===== config.mk =====
export PLATFORM = sky130hd
export DESIGN_NAME = stepper_phase_decoder
export DESIGN_NICKNAME = d
export VERILOG_FILES = /design/src/rtl/stepper_pkg.sv /design/src/rtl/sync_2ff.sv /design/src/rtl/stepper_phase_decoder.sv
export SDC_FILE = /design/constraint.sdc
export NUM_CORES = 1
export LEC_CHECK = 0
export ABC_AREA = 1
export CELL_PAD_IN_SITES_DETAIL_PLACEMENT = 0
export CELL_PAD_IN_SITES_GLOBAL_PLACEMENT = 2
export CORE_ASPECT_RATIO = 0.6
export CORE_UTILIZATION = 33
export DETAILED_ROUTE_END_ITERATION = 10
export PLACE_DENSITY = 0.86
export SLEW_MARGIN = 40
export SYNTH_ARGS = -nofsm -noshare
export SYNTH_HDL_FRONTEND = slang
export SYNTH_SLANG_ARGS = --single-unit

===== constraint.sdc =====
create_clock -name CLK100MHZ -period 3.76 [get_ports CLK100MHZ]
set_input_delay 0.376 -clock CLK100MHZ [delete_from_list [all_inputs] [get_ports CLK100MHZ]]
set_output_delay 0.376 -clock CLK100MHZ [all_outputs]
set_load 0.05 [all_outputs]

===== src/rtl/stepper_pkg.sv =====
// stepper_pkg: definitions shared between the stepper driver and the phase decoder.
//   STEP_PERIOD_W       width of step-period measurements (CLK100MHZ cycles)
//   STEP_PERIOD_FAST/SLOW  speed limits, expressed as step spacing in cycles
//   PH0..PH3            coil-phase codes {IN1, IN3} in forward order
//   dec_state_e         decoder FSM states
//   phase_next()        successor of a phase code in the forward direction
package stepper_pkg;

  localparam int          STEP_PERIOD_W    = 22;
  localparam int unsigned STEP_PERIOD_FAST = 550000;
  localparam int unsigned STEP_PERIOD_SLOW = 2000000;

  typedef logic [1:0] phase_t;

  // Gray-coded forward sequence: 00 -> 01 -> 11 -> 10 -> 00
  localparam phase_t PH0 = 2'b00;
  localparam phase_t PH1 = 2'b01;
  localparam phase_t PH2 = 2'b11;
  localparam phase_t PH3 = 2'b10;

  typedef enum logic [1:0] {
    DEC_PRIME = 2'd0,
    DEC_IDLE  = 2'd1,
    DEC_ARMED = 2'd2,
    DEC_TRACK = 2'd3
  } dec_state_e;

  function automatic phase_t phase_next(input phase_t p);
    case (p)
      PH0:     return PH1;
      PH1:     return PH2;
      PH2:     return PH3;
      default: return PH0;
    endcase
  endfunction

endpackage


===== src/rtl/sync_2ff.sv =====
// sync_2ff: two-flop synchronizer for one asynchronous level input.
//   clk_i   sampling clock
//   rst_ni  asynchronous active-low reset, clears both flops
//   d_i     asynchronous input level
//   q_o     synchronized level, two clk_i edges of latency
module sync_2ff (
  input  logic clk_i,
  input  logic rst_ni,
  input  logic d_i,
  output logic q_o
);

  logic meta_q, sync_q;

  always_ff @(posedge clk_i or negedge rst_ni) begin
    if (!rst_ni) begin
      meta_q <= 1'b0;
      sync_q <= 1'b0;
    end else begin
      meta_q <= d_i;
      sync_q <= meta_q;
    end
  end

  assign q_o = sync_q;

endmodule


===== src/rtl/stepper_phase_decoder.sv =====
// stepper_phase_decoder: decodes the two coil-phase levels of a stepper into a
// signed position, direction, per-step strobe and step-period measurement.
//   CLK100MHZ, CPU_RESETN   clock / async active-low reset
//   phase_a, phase_b        raw coil-phase levels (async)
//   clear                   synchronous position clear (wins over a step)
//   err_clr                 synchronous clear of the sticky illegal-transition flag
//   position, dir           step count and direction of the last legal step
//   step_pulse              one-cycle strobe per legal step
//   period, period_valid    cycles between the last two same-direction steps
//   stalled                 no legal step for STALL_LIMIT cycles
//   err                     sticky: both phases changed in one sample
module stepper_phase_decoder
  import stepper_pkg::*;
#(
  parameter int          PERIOD_W    = STEP_PERIOD_W,
  parameter int          POS_W       = 32,
  parameter int unsigned STALL_LIMIT = 4000000
) (
  input  logic                       CLK100MHZ,
  input  logic                       CPU_RESETN,
  input  logic                       phase_a,
  input  logic                       phase_b,
  input  logic                       clear,
  input  logic                       err_clr,
  output logic signed [POS_W-1:0]    position,
  output logic                       dir,
  output logic                       step_pulse,
  output logic        [PERIOD_W-1:0] period,
  output logic                       period_valid,
  output logic                       stalled,
  output logic                       err
);

  // Counter is one bit wider than both the stall range and the period so
  // cnt+1 never overflows and the saturation compare is exact.
  localparam int LIM_W = $clog2(STALL_LIMIT);
  localparam int CNT_W = ((LIM_W > PERIOD_W) ? LIM_W : PERIOD_W) + 1;

  logic   a_sync, b_sync;
  phase_t s, chg;

  sync_2ff u_sync_a (.clk_i(CLK100MHZ), .rst_ni(CPU_RESETN), .d_i(phase_a), .q_o(a_sync));
  sync_2ff u_sync_b (.clk_i(CLK100MHZ), .rst_ni(CPU_RESETN), .d_i(phase_b), .q_o(b_sync));

  assign s = {a_sync, b_sync};

  dec_state_e          state_q, state_d;
  logic [1:0]          fill_q, fill_d;
  phase_t              prev_s_q, prev_s_d;
  logic [CNT_W-1:0]    cnt_q, cnt_d, cnt_inc;
  logic [POS_W-1:0]    pos_q, pos_d;
  logic                dir_q, dir_d;
  logic                pulse_q, pulse_d;
  logic [PERIOD_W-1:0] period_q, period_d, period_new;
  logic                pv_q, pv_d;
  logic                stalled_q, stalled_d;
  logic                err_q, err_d;
  logic                decoding, legal, illegal, fwd, stall_hit;

  always_ff @(posedge CLK100MHZ or negedge CPU_RESETN) begin
    if (!CPU_RESETN) begin
      state_q   <= DEC_PRIME;
      fill_q    <= '0;
      prev_s_q  <= PH0;
      cnt_q     <= '0;
      pos_q     <= '0;
      dir_q     <= 1'b0;
      pulse_q   <= 1'b0;
      period_q  <= '0;
      pv_q      <= 1'b0;
      stalled_q <= 1'b0;
      err_q     <= 1'b0;
    end else begin
      state_q   <= state_d;
      fill_q    <= fill_d;
      prev_s_q  <= prev_s_d;
      cnt_q     <= cnt_d;
      pos_q     <= pos_d;
      dir_q     <= dir_d;
      pulse_q   <= pulse_d;
      period_q  <= period_d;
      pv_q      <= pv_d;
      stalled_q <= stalled_d;
      err_q     <= err_d;
    end
  end

  always_comb begin
    chg        = s ^ prev_s_q;
    decoding   = (state_q != DEC_PRIME);
    legal      = decoding && ((chg == 2'b01) || (chg == 2'b10));
    illegal    = decoding && (chg == 2'b11);
    fwd        = (phase_next(prev_s_q) == s);
    stall_hit  = (cnt_q == CNT_W'(STALL_LIMIT - 1));
    cnt_inc    = cnt_q + 1'b1;
    period_new = (cnt_inc > {{(CNT_W-PERIOD_W){1'b0}}, {PERIOD_W{1'b1}}})
                 ? {PERIOD_W{1'b1}} : cnt_inc[PERIOD_W-1:0];

    state_d   = state_q;
    fill_d    = fill_q;
    prev_s_d  = s;
    cnt_d     = cnt_q;
    pos_d     = pos_q;
    dir_d     = dir_q;
    pulse_d   = legal;
    period_d  = period_q;
    pv_d      = pv_q;
    stalled_d = stalled_q;
    err_d     = err_q;

    if (legal) begin
      pos_d = fwd ? (pos_q + 1'b1) : (pos_q - 1'b1);
      dir_d = fwd;
    end
    if (clear) pos_d = '0;

    if (illegal)      err_d = 1'b1;
    else if (err_clr) err_d = 1'b0;

    case (state_q)
      // Hold until both sync stages carry real pin levels; prev_s follows s
      // so the first post-reset level is taken as the reference, not a step.
      DEC_PRIME: begin
        if (fill_q == 2'd2) state_d = DEC_IDLE;
        else                fill_d  = fill_q + 2'd1;
      end
      DEC_IDLE: begin
        if (legal) begin
          state_d   = DEC_ARMED;
          cnt_d     = '0;
          stalled_d = 1'b0;
        end
      end
      DEC_ARMED, DEC_TRACK: begin
        if (legal) begin
          cnt_d = '0;
          if (fwd == dir_q) begin
            state_d  = DEC_TRACK;
            period_d = period_new;
            pv_d     = 1'b1;
          end else begin
            // reversal: the new direction needs a fresh reference step
            state_d = DEC_ARMED;
            pv_d    = 1'b0;
          end
        end else if (stall_hit) begin
          state_d   = DEC_IDLE;
          stalled_d = 1'b1;
          pv_d      = 1'b0;
        end else begin
          cnt_d = cnt_inc;
        end
      end
      default: state_d = DEC_PRIME;
    endcase
  end

  assign position     = pos_q;
  assign dir          = dir_q;
  assign step_pulse   = pulse_q;
  assign period       = period_q;
  assign period_valid = pv_q;
  assign stalled      = stalled_q;
  assign err          = err_q;

endmodule


==> summary.md <==
| Metric | Value |
|---|---|
| Antenna cells | `0` |
| Final GP Congestion | `0.906` |
| Synth cell types | `40` |
| Final Cell Area | `a little under 0.008 mm2` |
| Full die area | `between 0.02 and 0.025 mm2` |
| Worst path required time | `approximately 4.0 ns` |
| Max clock buf depth | `2` |
| Total CTS buffers | `9` |
| Ys flop type | `dfrtp_1` |
| Cell count after synthesis | `900` |
| Clock root buffer | `clkbuf_16` |
| First-pass GRT wire length | `32,200 um` |
| Global route overflow | `0` |
| CP bufs+invs | `2` |
| Final Util | `41.0%` |
| Largest net degree at the start of global routing | `42` |
| Total Routing Usage GR | `20.6%` |
| DP Cell Count | `1,224` |
| Min-Delay Path Class | `reg -> reg` |
| Detailed placement HPWL | `15,500 um` |
| Max_slew headroom | `54.8%` |
| CTS sink cnt | `about 90` |
| Crit path max-delay family | `simple AND/OR/NAND/NOR gates` |
| Sequential share of power | `21.5%` |
| CTS tree | `yes` |
| Placed cell area | `0.00754 mm2` |
| Avg WL per Cell | `16.2 um` |
| Peak supply drop | `0.000410 V` |
| Post-Syn Nets | `948` |
| Clk_lat worst skew | `0.35 ns` |
| Switch Pwr | `0.00400 W` |
| Clock Pin Slew Worst Setup and Hold Paths | `0.07 ns` |
| Hold buffers post-CTS | `1` |
| Layout cells sized above 1 | `10.9%` |
| Die X | `184 um` |
| Final setup violation count | `0` |
| Worst Setup End Kind | `flip-flop` |
| Clock Power Share | `13.3%` |
| Int Power | `about 0.0034 W` |
| Sw frac | `54.1%` |
| Vias per cell | `between 4 and 5` |
| Status | `completed` |
| Cts repair resizes | `0` |
| DR DRC count | `0` |
| Fin nets | `1,019` |
| Cell row count | `39` |
| DRT Pass-1 Iters | `5` |
| Die height | `111 um` |
| Initial antenna violation count | `0` |
| Post-route antenna net violation count | `0` |
| FMAX | `about 330 MHz` |
| WS Path Type | `reg -> reg` |
| RSZ-0062 raised after global routing | `false` |
| Cell Chain, Critical Path | `xnor2_1 -> nand2_1 -> buf_12 -> ha_1 -> nand3_1 -> nand3_1 -> inv_1 -> nor2_1 -> nor2_1 -> o21ai_0 -> a21oi_1 -> or2_2 -> nand3_1 -> nand2_1` |
| Yosys reg bits | `92` |
| H-tree Lvls | `3` |
| CP Max Fanout | `between 40 and 50` |
| PD cells | `~940 mW/mm2` |
| Port buffer count | `64` |
| Max Cap Viol | `0` |
| Post-synth EDFFs | `0` |
| Fill count | `2,026` |
| Final critical-path required period | `3.01 ns` |
| Non-filler instance count after layout | `~1,200` |
| Most used cell, CP | `nand3_1` |
| Final setup TNS | `0 ns` |
| Average cell area after synthesis | `7.29 um2` |
| Vias in the first global route | `around 5,500` |
| Drt total wl | `20,100 um` |
| Part of the cycle the worst path needs | `80.1%` |
| Slew @ Worst Pin | `0.671 ns` |
| CP arrival | `3.25 ns` |
| Setup repair bufs after CTS | `0` |
| Static Leakage | `3.70 nW` |
| Hold Vio Cnt, Final | `0` |
| Via Count | `6,041` |
| Async set-or-reset flop fraction in the synthesized netlist | `100%` |
| Core area | `just under 0.02 mm2` |
| Yosys warns | `0` |
| Startpoint Class | `flip-flop` |
| Boundary Pins | `between 60 and 70` |
| Combinational Power Share | `65.2%` |
| Initial core utilization | `approximately 34%` |
| Skew final | `0.0119 ns` |
| Max stage delay cell, worst path | `o21ai_0` |
| Crit-path max cell delay | `around 0.55 ns` |
| Initial DRC count | `556` |
| Sequential element share of the synthesized area | `35.1%` |
| Synthesized cell area | `0.00656 mm2` |
| Area Overhead vs Synth | `20.0%` |
| Max Slew Vio Count | `0` |
power groups by stage:
stage	logic [W]	clock network (W)	registers [W]
after floorplan	0.00233	0	0.00252
after global placement	0.00479	0	0.00160
after detailed placement	0.00475	0	0.00161
after CTS	0.00478	0.00102	0.00159
after global routing	0.00523	0.00107	0.00164
final	0.00482	0.000981	0.00159
worst paths after layout:
check	from	end	slack, ns	depth (start not counted)
max in group asynchronous	CPU_RESETN	position[3]	2.38	3
min in group asynchronous	CPU_RESETN	period[18]	0.50	2
min reg2reg	u_sync_b.meta_q	u_sync_b.q_o	0.36	0
max reg2reg	u_sync_a.q_o	position[22]	0.75	14
min	u_sync_b.meta_q	u_sync_b.q_o	0.36	0
max	u_sync_a.q_o	position[22]	0.75	14
state kept, by name, indices dropped and copies added (netlist names):
signal and count:
prev_s_q 2, u_sync_a.q_o 1, state_q 2, cnt_q 23, u_sync_b.meta_q 1, err 1
period 22, step_pulse 1, u_sync_a.meta_q 1, position 32, fill_q 2, stalled 1
dir 1, period_valid 1, u_sync_b.q_o 1
area by class of cell:
cell class                      instances  area (um2)  share of cell area (%)
Timing Repair Buffer                   76         751                    9.53
Tap cell                              266         333                    4.23
Multi-Input combinational cell        682        3760                    47.8
Sequential cell                        92        2300                    29.2
Inverter                              110         413                    5.24
Clock inverter                          7        86.3                    1.10
Clock buffer                            9         225                    2.86
routing by layer:
layer	global-route usage [%]	vias up	wire, um
li1	-	3105	-
met4	2.94	0	87
met2	22.4	199	6400
met5	0	-	0
met1	37.5	2730	11900
met3	4.50	7	1660
cells in the mapped netlist, types with 5 or more instances:
| library cell | instances | area (um2) |
|---|---|---|
| a21oi_2 | 10 | 87.6 |
| a21oi_1 | 58 | 290 |
| nand4_1 | 10 | 62.6 |
| or2_2 | 28 | 175 |
| dfrtp_1 | 92 | 2300 |
| nor2_2 | 6 | 37.5 |
| inv_2 | 5 | 18.8 |
| nand3_1 | 64 | 320 |
| a21oi_4 | 10 | 163 |
| nor2_1 | 101 | 379 |
| nand2_1 | 209 | 785 |
| o22ai_1 | 15 | 93.8 |
| nor3_1 | 8 | 40.0 |
| o21ai_1 | 7 | 35.0 |
| a21o_1 | 5 | 37.5 |
| xor2_1 | 9 | 78.8 |
| nand2_2 | 7 | 43.8 |
| ha_1 | 41 | 513 |
| inv_1 | 105 | 394 |
| o21bai_1 | 5 | 37.5 |
| clkbuf_1 | 10 | 37.5 |
| o21ai_0 | 63 | 315 |
placed cells by master (no fill, tap or decap), drive strengths merged, types with 15 or more instances in the layout:
| cell type | synthesis | routed |
|---|---|---|
| clkdlybuf4s50 | 0 | 63 |
| or2 | 28 | 28 |
| ha | 41 | 41 |
| a21oi | 78 | 78 |
| o21ai | 70 | 70 |
| inv | 110 | 115 |
| dfrtp | 92 | 92 |
| nor2 | 110 | 110 |
| nand2 | 220 | 220 |
| o22ai | 15 | 15 |
| nand3 | 65 | 65 |
worst reg2reg max path, delay by kind of cell, from the launching register on:
kind            cells  cell delay (ns)
xor+xnor            1             0.16
buf+inv             2             0.27
fa+ha+maj           1             0.42
simple gates        8             0.95
compound gates      2             0.71
flops               1             0.41
cells by family after synthesis:
family	share of synthesized area [%]
xor+xnor	1.98
compound gates	17.2
flops	35.1
simple gates	30.0
fa+ha+maj	8.12
buf+inv	7.65
per-stage QoR:
step | worst slack [ns] | hold slack (ns) | total power, W
floorplan | 0.612 | 0.0804 | 0.00485
global placement | 0.903 | 0.331 | 0.00639
detailed placement | 0.776 | 0.347 | 0.00636
CTS | 0.753 | 0.362 | 0.00739
global route | 0.506 | 0.371 | 0.00794
finish | 0.750 | 0.359 | 0.00740
Note: power is estimated with default switching activity, not from simulation.
